[src/rtl/alu_pkg.sv]
// Definitions shared by the ALU, its decoder and the result stage:
// op codes, NZCV bit positions, the buffered result entry and skid buffer states.
package alu_pkg;

    localparam int unsigned ALU_DATA_W = 32;
    localparam int unsigned ALU_TAG_W  = 5;

    localparam logic [3:0] OP_OR   = 4'd0;
    localparam logic [3:0] OP_AND  = 4'd1;
    localparam logic [3:0] OP_NOR  = 4'd2;
    localparam logic [3:0] OP_NAND = 4'd3;
    localparam logic [3:0] OP_XNOR = 4'd4;
    localparam logic [3:0] OP_XOR  = 4'd5;
    localparam logic [3:0] OP_ADD  = 4'd6;
    localparam logic [3:0] OP_SUB  = 4'd7;
    localparam logic [3:0] OP_SHL  = 4'd8;
    localparam logic [3:0] OP_SHR  = 4'd9;
    localparam logic [3:0] OP_CMP  = 4'd10;
    localparam logic [3:0] OP_ROL  = 4'd11;
    localparam logic [3:0] OP_ROR  = 4'd12;
    localparam logic [3:0] OP_LAST = OP_ROR;

    localparam int unsigned NZCV_N = 3;
    localparam int unsigned NZCV_Z = 2;
    localparam int unsigned NZCV_C = 1;
    localparam int unsigned NZCV_V = 0;

    typedef struct packed {
        logic [ALU_DATA_W-1:0] y;
        logic [3:0]            op;
        logic                  carry;
        logic                  ovf;
        logic [ALU_TAG_W-1:0]  rd;
        logic                  set_flags;
    } alu_result_t;

    typedef enum logic [1:0] {
        SKID_EMPTY,
        SKID_ONE,
        SKID_FULL
    } skid_state_e;

endpackage

[src/rtl/alu_skid_buf.sv]
// Generic 2-entry valid/ready skid buffer; in_ready_o is a flop so the
// upstream path never sees a combinational dependency on out_ready_i.
module alu_skid_buf
    import alu_pkg::*;
#(
    parameter int unsigned PAYLOAD_W = 8
) (
    input  logic                 clk,
    input  logic                 rst,
    input  logic                 in_valid_i,
    output logic                 in_ready_o,
    input  logic [PAYLOAD_W-1:0] in_data_i,
    output logic                 out_valid_o,
    input  logic                 out_ready_i,
    output logic [PAYLOAD_W-1:0] out_data_o
);

    skid_state_e          state_q, state_d;
    logic [PAYLOAD_W-1:0] main_q, main_d;
    logic [PAYLOAD_W-1:0] skid_q, skid_d;
    logic                 in_ready_q;
    logic                 accept, retire;

    assign accept      = in_valid_i & in_ready_q;
    assign retire      = out_valid_o & out_ready_i;
    assign out_valid_o = (state_q != SKID_EMPTY);
    assign out_data_o  = main_q;
    assign in_ready_o  = in_ready_q;

    always_comb begin
        state_d = state_q;
        main_d  = main_q;
        skid_d  = skid_q;
        case (state_q)
            SKID_EMPTY: begin
                if (accept) begin
                    main_d  = in_data_i;
                    state_d = SKID_ONE;
                end
            end
            SKID_ONE: begin
                if (accept && retire) begin
                    main_d = in_data_i;
                end else if (accept) begin
                    skid_d  = in_data_i;
                    state_d = SKID_FULL;
                end else if (retire) begin
                    state_d = SKID_EMPTY;
                end
            end
            SKID_FULL: begin
                if (retire) begin
                    main_d  = skid_q;
                    state_d = SKID_ONE;
                end
            end
            default: state_d = SKID_EMPTY;
        endcase
    end

    always_ff @(posedge clk) begin
        if (rst) begin
            state_q    <= SKID_EMPTY;
            main_q     <= '0;
            skid_q     <= '0;
            in_ready_q <= 1'b1;
        end else begin
            state_q    <= state_d;
            main_q     <= main_d;
            skid_q     <= skid_d;
            in_ready_q <= (state_d != SKID_FULL);
        end
    end

endmodule

[src/rtl/alu_result_stage.sv]
// Registered ALU output stage: skid-buffers results and, on retire,
// commits NZCV for flag-setting ops and bumps the retire counter.
module alu_result_stage
    import alu_pkg::*;
#(
    parameter int unsigned DATA_W = ALU_DATA_W,
    parameter int unsigned TAG_W  = ALU_TAG_W
) (
    input  logic              clk,
    input  logic              rst,
    input  logic              in_valid,
    output logic              in_ready,
    input  logic [DATA_W-1:0] in_y,
    input  logic [3:0]        in_op,
    input  logic              in_carry,
    input  logic              in_ovf,
    input  logic [TAG_W-1:0]  in_rd,
    input  logic              in_set_flags,
    output logic              out_valid,
    input  logic              out_ready,
    output logic [DATA_W-1:0] out_y,
    output logic [TAG_W-1:0]  out_rd,
    output logic [3:0]        nzcv,
    output logic [31:0]       retire_cnt
);

    alu_result_t in_entry, main_entry;
    logic        retire;
    logic [3:0]  nzcv_q, nzcv_d;
    logic [31:0] retire_cnt_q, retire_cnt_d;

    assign in_entry = '{y: in_y, op: in_op, carry: in_carry, ovf: in_ovf,
                        rd: in_rd, set_flags: in_set_flags};

    alu_skid_buf #(
        .PAYLOAD_W ($bits(alu_result_t))
    ) u_skid (
        .clk         (clk),
        .rst         (rst),
        .in_valid_i  (in_valid),
        .in_ready_o  (in_ready),
        .in_data_i   (in_entry),
        .out_valid_o (out_valid),
        .out_ready_i (out_ready),
        .out_data_o  (main_entry)
    );

    assign retire = out_valid & out_ready;
    assign out_y  = main_entry.y;
    assign out_rd = main_entry.rd;

    // Op codes beyond the ALU's range still retire but leave NZCV alone.
    always_comb begin
        nzcv_d = nzcv_q;
        if (retire && main_entry.set_flags && (main_entry.op <= OP_LAST)) begin
            nzcv_d[NZCV_N] = main_entry.y[DATA_W-1];
            nzcv_d[NZCV_Z] = (main_entry.y == '0);
            if ((main_entry.op == OP_ADD) || (main_entry.op == OP_SUB)) begin
                nzcv_d[NZCV_C] = main_entry.carry;
                nzcv_d[NZCV_V] = main_entry.ovf;
            end
        end
    end

    assign retire_cnt_d = retire_cnt_q + 32'(retire);

    always_ff @(posedge clk) begin
        if (rst) begin
            nzcv_q       <= '0;
            retire_cnt_q <= '0;
        end else begin
            nzcv_q       <= nzcv_d;
            retire_cnt_q <= retire_cnt_d;
        end
    end

    assign nzcv       = nzcv_q;
    assign retire_cnt = retire_cnt_q;

endmodule

[config.mk]
export PLATFORM = sky130hd
export DESIGN_NAME = alu_result_stage
export DESIGN_NICKNAME = d
export VERILOG_FILES = /design/src/rtl/alu_pkg.sv /design/src/rtl/alu_skid_buf.sv /design/src/rtl/alu_result_stage.sv
export SDC_FILE = /design/constraint.sdc
export NUM_CORES = 1
export LEC_CHECK = 0
export ABC_AREA = 1
export BUFFER_PORTS_ARGS = -buffer_cell sky130_fd_sc_hd__buf_2
export CORE_ASPECT_RATIO = 0.75
export CORE_MARGIN = 2
export CORE_UTILIZATION = 42
export CTS_CLUSTER_SIZE = 25
export DETAILED_ROUTE_END_ITERATION = 8
export HOLD_SLACK_MARGIN = 0.08
export SLEW_MARGIN = 20
export SYNTH_ARGS = -nofsm -noshare
export SYNTH_HDL_FRONTEND = slang
export SYNTH_SLANG_ARGS = --single-unit
[constraint.sdc]
create_clock -name clk -period 2 [get_ports clk]
set_input_delay 0.5 -clock clk [delete_from_list [all_inputs] [get_ports clk]]
set_output_delay 0.5 -clock clk [all_outputs]
set_load 0.05 [all_outputs]
==> flow_summary_export.csv, run 1 <==
group,metric,value,unit
outcome,status,"completed",
layout,fin_util,51.2,%
die,initial_core_util,43.2,%
worst_setup_path,ff2ff_path_depth,11,
global_route,grt_overflow,0,
die,die_y,107,um
global_route,grt_start_max_net_pins,64,
die,die_x,142,um
worst_setup_path,worstPathRequired,2.28,ns
worst_setup_path,max_stage_delay,0.41,ns
yosys,seq_area_frac_synth,42.7,%
sta,period_minus_slack,1.80,ns
power,power.static_leakage,3.02,nW
detailed_routing,routedWlPerCell,12.8,um
hold_path,min_from,"in_y[16]",
detailed_routing,drt-total-wl,14.9,mm
global_route,grt_usage,20.4,%
clock_tree,clk_latency,0.42,ns
sta,layout_setup_ws,0.202,ns
die,rows,37,
worst_setup_path,rr_startpoint,"u_skid.state_q[0]",
layout,area_growth,18.5,%
worst_setup_path,crit_start,"u_skid.state_q[0]",
sta,rsz0062_at_grt,"no",
layout,drive_gt1_share,19.0,%
global_route,grt_pass1_wl,24.6,mm
worst_setup_path,cpMaxStageDelayCell,"dfxtp_1",
global_route,antenna_found_initial,1,
yosys,syn_inst,889,
detailed_routing,postRouteAntennaNets,0,
die,io_pins,123,
sta,min_period_over_period,89.9,%
yosys,syn-num-nets,939,
detailed_routing,vias,5447,
yosys,synth_edf_count,0,
worst_setup_path,start_kind,"flip-flop",
sta,setup_violations,0,
placed_design,portBuffers,122,
clock_tree,clk_pin_slew,0.06,ns
yosys,synthDistinctLibCells,30,
layout,fin_nets,1024,
power,peakVddDrop,0.589,mV
yosys,syn_avg_cell_area,6.70,sq um
worst_setup_path,cp.arrival,2.08,ns
worst_setup_path,cp-end-kind,"flip-flop",
job,maxCapViolations,0,
detailed_routing,firstDrtPassIters,4,
yosys,synth_area,0.00596,sq mm
sta,maxSlewHeadroom,60.2,%
detailed_routing,drc,0,
power,powerDensity,956,mW/mm^2
yosys,ys_seq_elements,127,
sta,finalSetupTns,0,ns
hold_path,min_path_type,"input pin to flip-flop",
worst_setup_path,cp_max_fo,7,
yosys,async_flop_share,0,%
placed_design,dp_slack,-0.0346,ns
sta,hold-worst-slack,0.355,ns
sta,worst_slew_pin_slew,0.597,ns
detailed_routing,drtIter0Drc,290,
clock_tree,clock_sinks,127,
die,dieArea,0.0152,sq mm
clock_tree,cts_setup_buffers,0,
sta,finalMaxSlewViolations,0,
yosys,synth_flop_cell,"dfxtp_1",
die,core,0.0138,sq mm
yosys,ys_warn_count,0,
worst_setup_path,path_cells,"nor2_2, nor2_2, ha_1, buf_4, inv_1, nor2_1, nand2_2, nor2_1, nand2_1, nand2_1, a21oi_1",
placed_design,gp_congestion,0.861,
power,finalPower,6.75,mW
sta,timing.fmax,556,MHz
hold_path,hold_depth,3,
detailed_routing,vias_per_cell,4.68,
global_route,grt_pass1_vias,4907,
clock_tree,clk_path_buf_depth,2,
clock_tree,clockRootBuffer,"clkbuf_16",
worst_setup_path,path_class,"flip-flop to flip-flop",
clock_tree,cts_buffers,17,
sta,skew,0.0113,ns
placed_design,dp_hpwl,10.3,mm
clock_tree,cts.htree.levels,4,
sta,hold_viol,0,
clock_tree,tritoncts,"built",
-- sequential cells by signal (all words and copies together), names as in the netlist --
signal             cells
nzcv                   4
retire_cnt            32
u_skid.skid_q         44
u_skid.in_ready_o      1
u_skid.out_data_o     44
u_skid.state_q         2
-- cell type report --
| cell class | instances | area, sq um |
|---|---|---|
| antenna | 1 | 2.50 |
| clock buffer | 19 | 443 |
| clock inverter | 13 | 141 |
| fill | 1451 | 6740 |
| inverter | 56 | 213 |
| multi-input combinational | 631 | 2710 |
| sequential | 127 | 2540 |
| tap | 175 | 219 |
| timing repair buffer | 141 | 791 |
-- worst max-delay path, delay by kind of cell (launching register included) --
kind / cells / cell delay (ns)
adders and majority gates: 1 / 0.17
and+or+nand+nor: 7 / 0.88
DFF: 1 / 0.41
AOI/OAI and AO/OA: 1 / 0.05
buffers and inverters: 2 / 0.14
-- cells in the final DEF, fill, tap and decap left out, types with 4 or more instances in the layout --
cell type	instances
clkinv_4	5
clkbuf_16	17
dfxtp_1	127
nor3_1	4
nor2_2	6
o21ai_0	114
inv_1	51
nand3_1	20
a21oi_1	47
buf_2	122
nor2_1	222
buf_4	16
nand2_1	200
-- per-layer routing --
| layer | vias up | track usage [%] | part of all wire [%] |
|---|---|---|---|
| met3 | 10 | 5.63 | 5.6 |
| met4 | 0 | 6.79 | 0.89 |
| li1 | 2951 | - | - |
| met5 | - | 0 | 0 |
| met1 | 2376 | 28.2 | 51 |
| met2 | 110 | 30.8 | 43 |
-- power by group --
part	internal [mW]	switching, mW	total, mW
Clock	1.87	1.17	3.04
Sequential	2.67	0.0864	2.76
Combinational	0.271	0.683	0.953
-- metrics by stage --
step	instance area (sq um)	instances
2_1_floorplan	5960	889
3_3_place_gp	6460	1130
3_5_place_dp	6460	1130
4_1_cts	7050	1162
5_1_grt	7060	1162
6_report	7060	1163
-- path summary, 6_finish.rpt --
kind | end | slack, ns
worst max-delay path | retire_cnt[25] | 0.20
worst min-delay path | u_skid.skid_q[28] | 0.36
worst max register to register | retire_cnt[25] | 0.20
worst min register to register | u_skid.skid_q[4] | 0.44
-- synth_stat cells, types with 2 or more instances --
library cell  count  area share [%]
nor3_1            4            0.34
o21ai_1           2            0.17
dfxtp_1         127              43
a21oi_1          47             3.9
o21ai_0         114             9.6
nor2_2            6            0.63
buf_6             9             1.7
clkbuf_2          3            0.25
clkbuf_1         16             1.0
buf_2             5            0.42
inv_1            51             3.2
nand3_1          20             1.7
inv_2             3            0.19
nand4_1           2            0.21
ha_1              2            0.42
nand2_1         201              13
buf_4            41             5.2
o21a_1            2            0.25
nor2_1          223              14
-- cells by family (layout without fill, tap and decap cells) --
group	after synthesis	count (layout)	synth area share [%]
buf+inv	131	229	12.2
xor+xnor	1	1	0.147
compound gates	168	168	14.4
other cells	0	1	0
fa+ha+maj	2	2	0.420
flops	127	127	42.7
simple gates	460	460	30.1
-- timing repair --
action | in CTS | in global routing
hold buffers | 0 | 0
endpoints found under the setup margin | 0 | 2
gates resized for setup | 0 | 3
No activity file was read; power rests on OpenSTA's default activity.
==> run 2: changes to the inputs <==
Settings changed: CORE_UTILIZATION 42 to 50, PLACE_DENSITY from default to 0.74.
==> flow_summary_export.csv, run 2 (synthesis gave the netlist of run 1 again) <==
group,metric,value,unit
outcome,status,"completed",
layout,final_cell_mix,"222 x nor2_1, 201 x nand2_1, 126 x dfxtp_1, 122 x buf_2, 114 x o21ai_0",
power,peakVddDrop,0.692,mV
worst_setup_path,rr_startpoint,"u_skid.state_q[1]",
clock_tree,tritoncts,"built",
layout,fillers,1117,
clock_tree,clk_pin_slew,0.06,ns
sta,rsz0062_at_grt,"no",
sta,finalMaxSlewViolations,0,
sta,worst_slew_pin_slew,0.595,ns
layout,final_area,0.00704,sq mm
die,dieArea,0.0128,sq mm
worst_setup_path,worstPathRequired,2.30,ns
detailed_routing,vias_per_cell,4.93,
placed_design,dp_slack,-0.0526,ns
worst_setup_path,r2r-end,"retire_cnt[18]",
clock_tree,cts_buffers,17,
worst_setup_path,cp-end-kind,"flip-flop",
global_route,grt_usage,23.6,%
sta,hold-worst-slack,0.361,ns
worst_setup_path,crit_start,"u_skid.state_q[1]",
die,io_pins,123,
clock_tree,clock_sinks,127,
placed_design,dp_hpwl,10.1,mm
clock_tree,clk_latency,0.41,ns
worst_setup_path,path_cells,"nor2_2, nor2_2, ha_1, ha_1, nand2_1, nor2_4, nand2_1, nor2_2, nand3_1, nand2_1, nor2_1",
die,die_x,130,um
global_route,grt_pass1_vias,5044,
placed_design,place_area,0.00644,sq mm
detailed_routing,drc,0,
layout,area_growth,18.2,%
worst_setup_path,timing.critical_path.to,"retire_cnt[18]",
worst_setup_path,path_class,"flip-flop to flip-flop",
sta,layout_setup_ws,0.187,ns
layout,fin_util,60.6,%
die,die_y,98.5,um
worst_setup_path,max_stage_delay,0.37,ns
die,initial_core_util,51.3,%
die,rows,34,
detailed_routing,drtIter0Drc,480,
detailed_routing,drt-total-wl,14.8,mm
sta,setup_violations,0,
layout,drive_gt1_share,19.0,%
layout,instances_no_fill,1149,
worst_setup_path,reg2reg_slack,0.19,ns
sta,maxSlewHeadroom,60.4,%
power,powerDensity,970,mW/mm^2
detailed_routing,firstDrtPassIters,5,
worst_setup_path,cpMaxStageDelayCell,"dfxtp_1",
worst_setup_path,cp.arrival,2.11,ns
worst_setup_path,start_kind,"flip-flop",
layout,final_common_cell,"nor2_1",
placed_design,gp_congestion,0.949,
global_route,grt_pass1_wl,24.2,mm
sta,skew,0.00773,ns
clock_tree,clk_path_buf_depth,2,
placed_design,portBuffers,122,
power,power.static_leakage,3.03,nW
power,finalPower,6.84,mW
global_route,grt_start_max_net_pins,100,
sta,finalSetupTns,0,ns
worst_setup_path,ff2ff_path_depth,11,
clock_tree,clockRootBuffer,"clkbuf_16",
detailed_routing,routedWlPerCell,12.9,um
sta,timing.fmax,551,MHz
placed_design,post-place-cells,1116,
global_route,grt_overflow,0,
clock_tree,cts_hold_buf,0,
clock_tree,cts_setup_buffers,0,
worst_setup_path,cp_max_fo,5,
sta,min_period_over_period,90.7,%
sta,period_minus_slack,1.81,ns
detailed_routing,postRouteAntennaNets,0,
sta,hold_viol,0,
die,core,0.0116,sq mm
global_route,antenna_found_initial,0,
clock_tree,cts.htree.levels,4,
detailed_routing,vias,5662,
hold_path,min_path_type,"input pin to flip-flop",
layout,fin_nets,1023,
job,maxCapViolations,0,
## run 2: cell count changes in the layout (fill, tap and decap cells not counted)
cell	delta
clkinvlp_4	-2
nor2_2	+1
nand2_2	-1
buf_4	-1
dfxtp_2	+1
clkinv_2	+4
nand2_1	+1
clkinv_4	-4
bufinv_16	+1
clkbuf_8	+1
dfxtp_1	-1
nor2_4	-1
## run 2: how the worst min path moves through the flow
stage	depth (start not counted)	slack [ns]	endpoint	from
CTS	3	0.35	u_skid.skid_q[16]	in_y[4]
global route	3	0.37	u_skid.skid_q[16]	in_y[4]
global placement	2	0.43	u_skid.skid_q[7]	u_skid.skid_q[7]
finish	3	0.36	u_skid.skid_q[16]	in_y[4]
detailed placement	2	0.44	u_skid.skid_q[14]	u_skid.skid_q[14]
floorplan	2	0.42	u_skid.skid_q[10]	u_skid.skid_q[10]
## run 2: worst max-delay path: cells and delay by family, from the launching register on
family                   cells  cell delay, ns
AND/OR/NAND/NOR              9            0.93
flip-flops                   1            0.37
adder cells (fa/ha/maj)      2            0.40
## run 2: final cells by class
cell class | instances | area [sq um] | area share [%]
antenna | 1 | 2.50 | 0.0355
clock inverter | 12 | 141 | 2.01
multi-input combinational | 631 | 2700 | 38.3
sequential | 127 | 2540 | 36.1
inverter | 56 | 213 | 3.02
timing repair buffer | 140 | 783 | 11.1
clock buffer | 20 | 457 | 6.48
tap | 162 | 203 | 2.88
## run 2: report_power, final
part           total, mW  internal (mW)  switching [mW]
Clock               3.12           2.01            1.10
Sequential          2.76           2.67          0.0905
Combinational      0.956          0.273           0.683
Total               6.84           4.96            1.88
## run 2: routing by layer
layer  routed length [um]  track usage, %  vias to the layer above
li1                     -               -                     2942
met1                 7250            33.9                     2530
met2                 6340            35.4                      174
met3                 1040            5.43                       16
met4                  171            6.87                        0
met5                    0               0                        -
## run 2: repair_timing
item                       CTS  global route
hold endpoints to repair     0             0
resized for setup            0             2
setup endpoints to repair    0             5
==> run 3: changes to the inputs <==
Settings changed: CAP_MARGIN from default to 10, PLACE_DENSITY 0.74 to 0.83.
==> flow_summary_export.csv, run 3 (synthesis gave the netlist of run 1 again) <==
group,metric,value,unit
outcome,status,"completed",
die,core,0.0116,sq mm
sta,min_period_over_period,90.2,%
power,switching_share,27.8,%
detailed_routing,vias,5689,
worst_setup_path,worstPathRequired,2.29,ns
clock_tree,clk_pin_slew,0.06,ns
sta,hold_viol,0,
sta,setup_violations,0,
detailed_routing,postRouteAntennaNets,0,
worst_setup_path,max_stage_delay,0.42,ns
power,powerDensity,974,mW/mm^2
die,dieArea,0.0128,sq mm
placed_design,portBuffers,122,
detailed_routing,drc,0,
placed_design,dp_hpwl,10.3,mm
die,rows,34,
layout,area_growth,18.7,%
die,die_y,98.5,um
clock_tree,clk_path_buf_depth,2,
detailed_routing,routedWlPerCell,12.8,um
clock_tree,clk_latency,0.41,ns
sta,timing.fmax,554,MHz
detailed_routing,drtIter0Drc,334,
die,io_pins,123,
worst_setup_path,path_class,"flip-flop to flip-flop",
sta,period_minus_slack,1.80,ns
die,initial_core_util,51.3,%
die,die_x,130,um
global_route,grt_pass1_vias,5238,
hold_path,min_path_type,"input pin to flip-flop",
worst_setup_path,cp_max_fo,5,
sta,skew,0.00752,ns
detailed_routing,vias_per_cell,4.94,
global_route,grt_usage,24.2,%
power,power.static_leakage,3.03,nW
worst_setup_path,cp.arrival,2.10,ns
global_route,grt_pass1_wl,24.8,mm
worst_setup_path,cp-end-kind,"flip-flop",
power,peakVddDrop,0.617,mV
sta,maxSlewHeadroom,61.1,%
placed_design,gp_congestion,0.964,
power,comb_power_share,13.8,%
clock_tree,cts_buffers,17,
layout,final_area,0.00707,sq mm
placed_design,place_area,0.00644,sq mm
clock_tree,cts.htree.levels,4,
layout,final_cell_mix,"221 x nor2_1, 200 x nand2_1, 127 x dfxtp_1, 122 x buf_2, 114 x o21ai_0",
global_route,grt_overflow,0,
power,finalPower,6.89,mW
sta,worst_slew_pin_slew,0.584,ns
worst_setup_path,path_cells,"nor2_2, nor2_2, ha_1, ha_1, nand2_1, nor2_4, nand2_2, nor2_4, nand3_1, nand2_1, nor2_1",
global_route,grt_start_max_net_pins,90,
clock_tree,clock_sinks,127,
clock_tree,tritoncts,"built",
sta,finalMaxSlewViolations,0,
worst_setup_path,cpMaxStageDelayCell,"dfxtp_1",
job,maxCapViolations,0,
power,p_seq_share,40.1,%
global_route,antenna_found_initial,2,
power,internal_power,4.97,mW
layout,fin_nets,1025,
clock_tree,clockRootBuffer,"clkbuf_16",
sta,hold-worst-slack,0.364,ns
detailed_routing,drt-total-wl,14.7,mm
layout,drive_gt1_share,19.3,%
power,p_sw,1.92,mW
detailed_routing,firstDrtPassIters,5,
worst_setup_path,start_kind,"flip-flop",
layout,final_common_cell,"nor2_1",
sta,rsz0062_at_grt,"no",
power,clock_power_share,46.1,%
run 3: worst paths after layout:
check	startpoint	to	slack [ns]	cells past startpoint
setup / recovery	u_skid.state_q[0]	retire_cnt[18]	0.20	11
setup reg to reg	u_skid.state_q[0]	retire_cnt[18]	0.20	11
hold reg to reg	u_skid.skid_q[2]	u_skid.skid_q[2]	0.45	2
hold / removal	in_y[14]	u_skid.skid_q[26]	0.36	3
run 3: stage by stage:
step	instances	utilization (%)	setup slack, ns	TNS [ns]
finish	1151	60.9	0.195	0
global route	1150	60.9	0.00195	0
CTS	1150	60.8	0.0400	0
detailed placement	1118	55.5	-0.0340	-0.0642
global placement	1118	55.5	0.0429	0
floorplan	889	-	0.0395	0
run 3: power by group through the flow:
stage,clock network [mW],registers [mW],logic (mW)
6_report,3.17,2.76,0.954
5_1_grt,3.35,2.78,1.06
4_1_cts,3.22,2.76,0.962
3_5_place_dp,0,2.82,0.957
3_3_place_gp,0,2.81,0.945
2_1_floorplan,0,2.81,0.810
run 3: critical path, delay by kind of cell, from the launching register on:
kind,cells,cell delay [ns]
adder cells (fa/ha/maj),2,0.33
flip-flops,1,0.42
AND/OR/NAND/NOR,9,0.94
run 3: area by class of cell:
type	count	area, sq um
tap	162	203
multi-input combinational	631	2710
inverter	56	213
fill	1117	4540
clock inverter	13	163
clock buffer	19	453
timing repair buffer	142	786
sequential	127	2540
antenna	1	2.50
run 3: repair_timing:
item | CTS | global route
gates resized for setup | 0 | 4
endpoints found under the hold margin | 0 | 0
buffers inserted | 0 | 0
endpoints found under the setup margin | 0 | 3
hold buffers | 0 | 0
run 3: routing by layer:
layer / track usage (%) / wire (um) / part of all wire, % / vias up
met5: 0 / 13 / 0.088 / -
met4: 9.51 / 294 / 2.0 / 2
met3: 7.17 / 1130 / 7.7 / 29
met2: 35.9 / 6320 / 43 / 173
met1: 33.2 / 6960 / 47 / 2538
li1: - / - / - / 2947
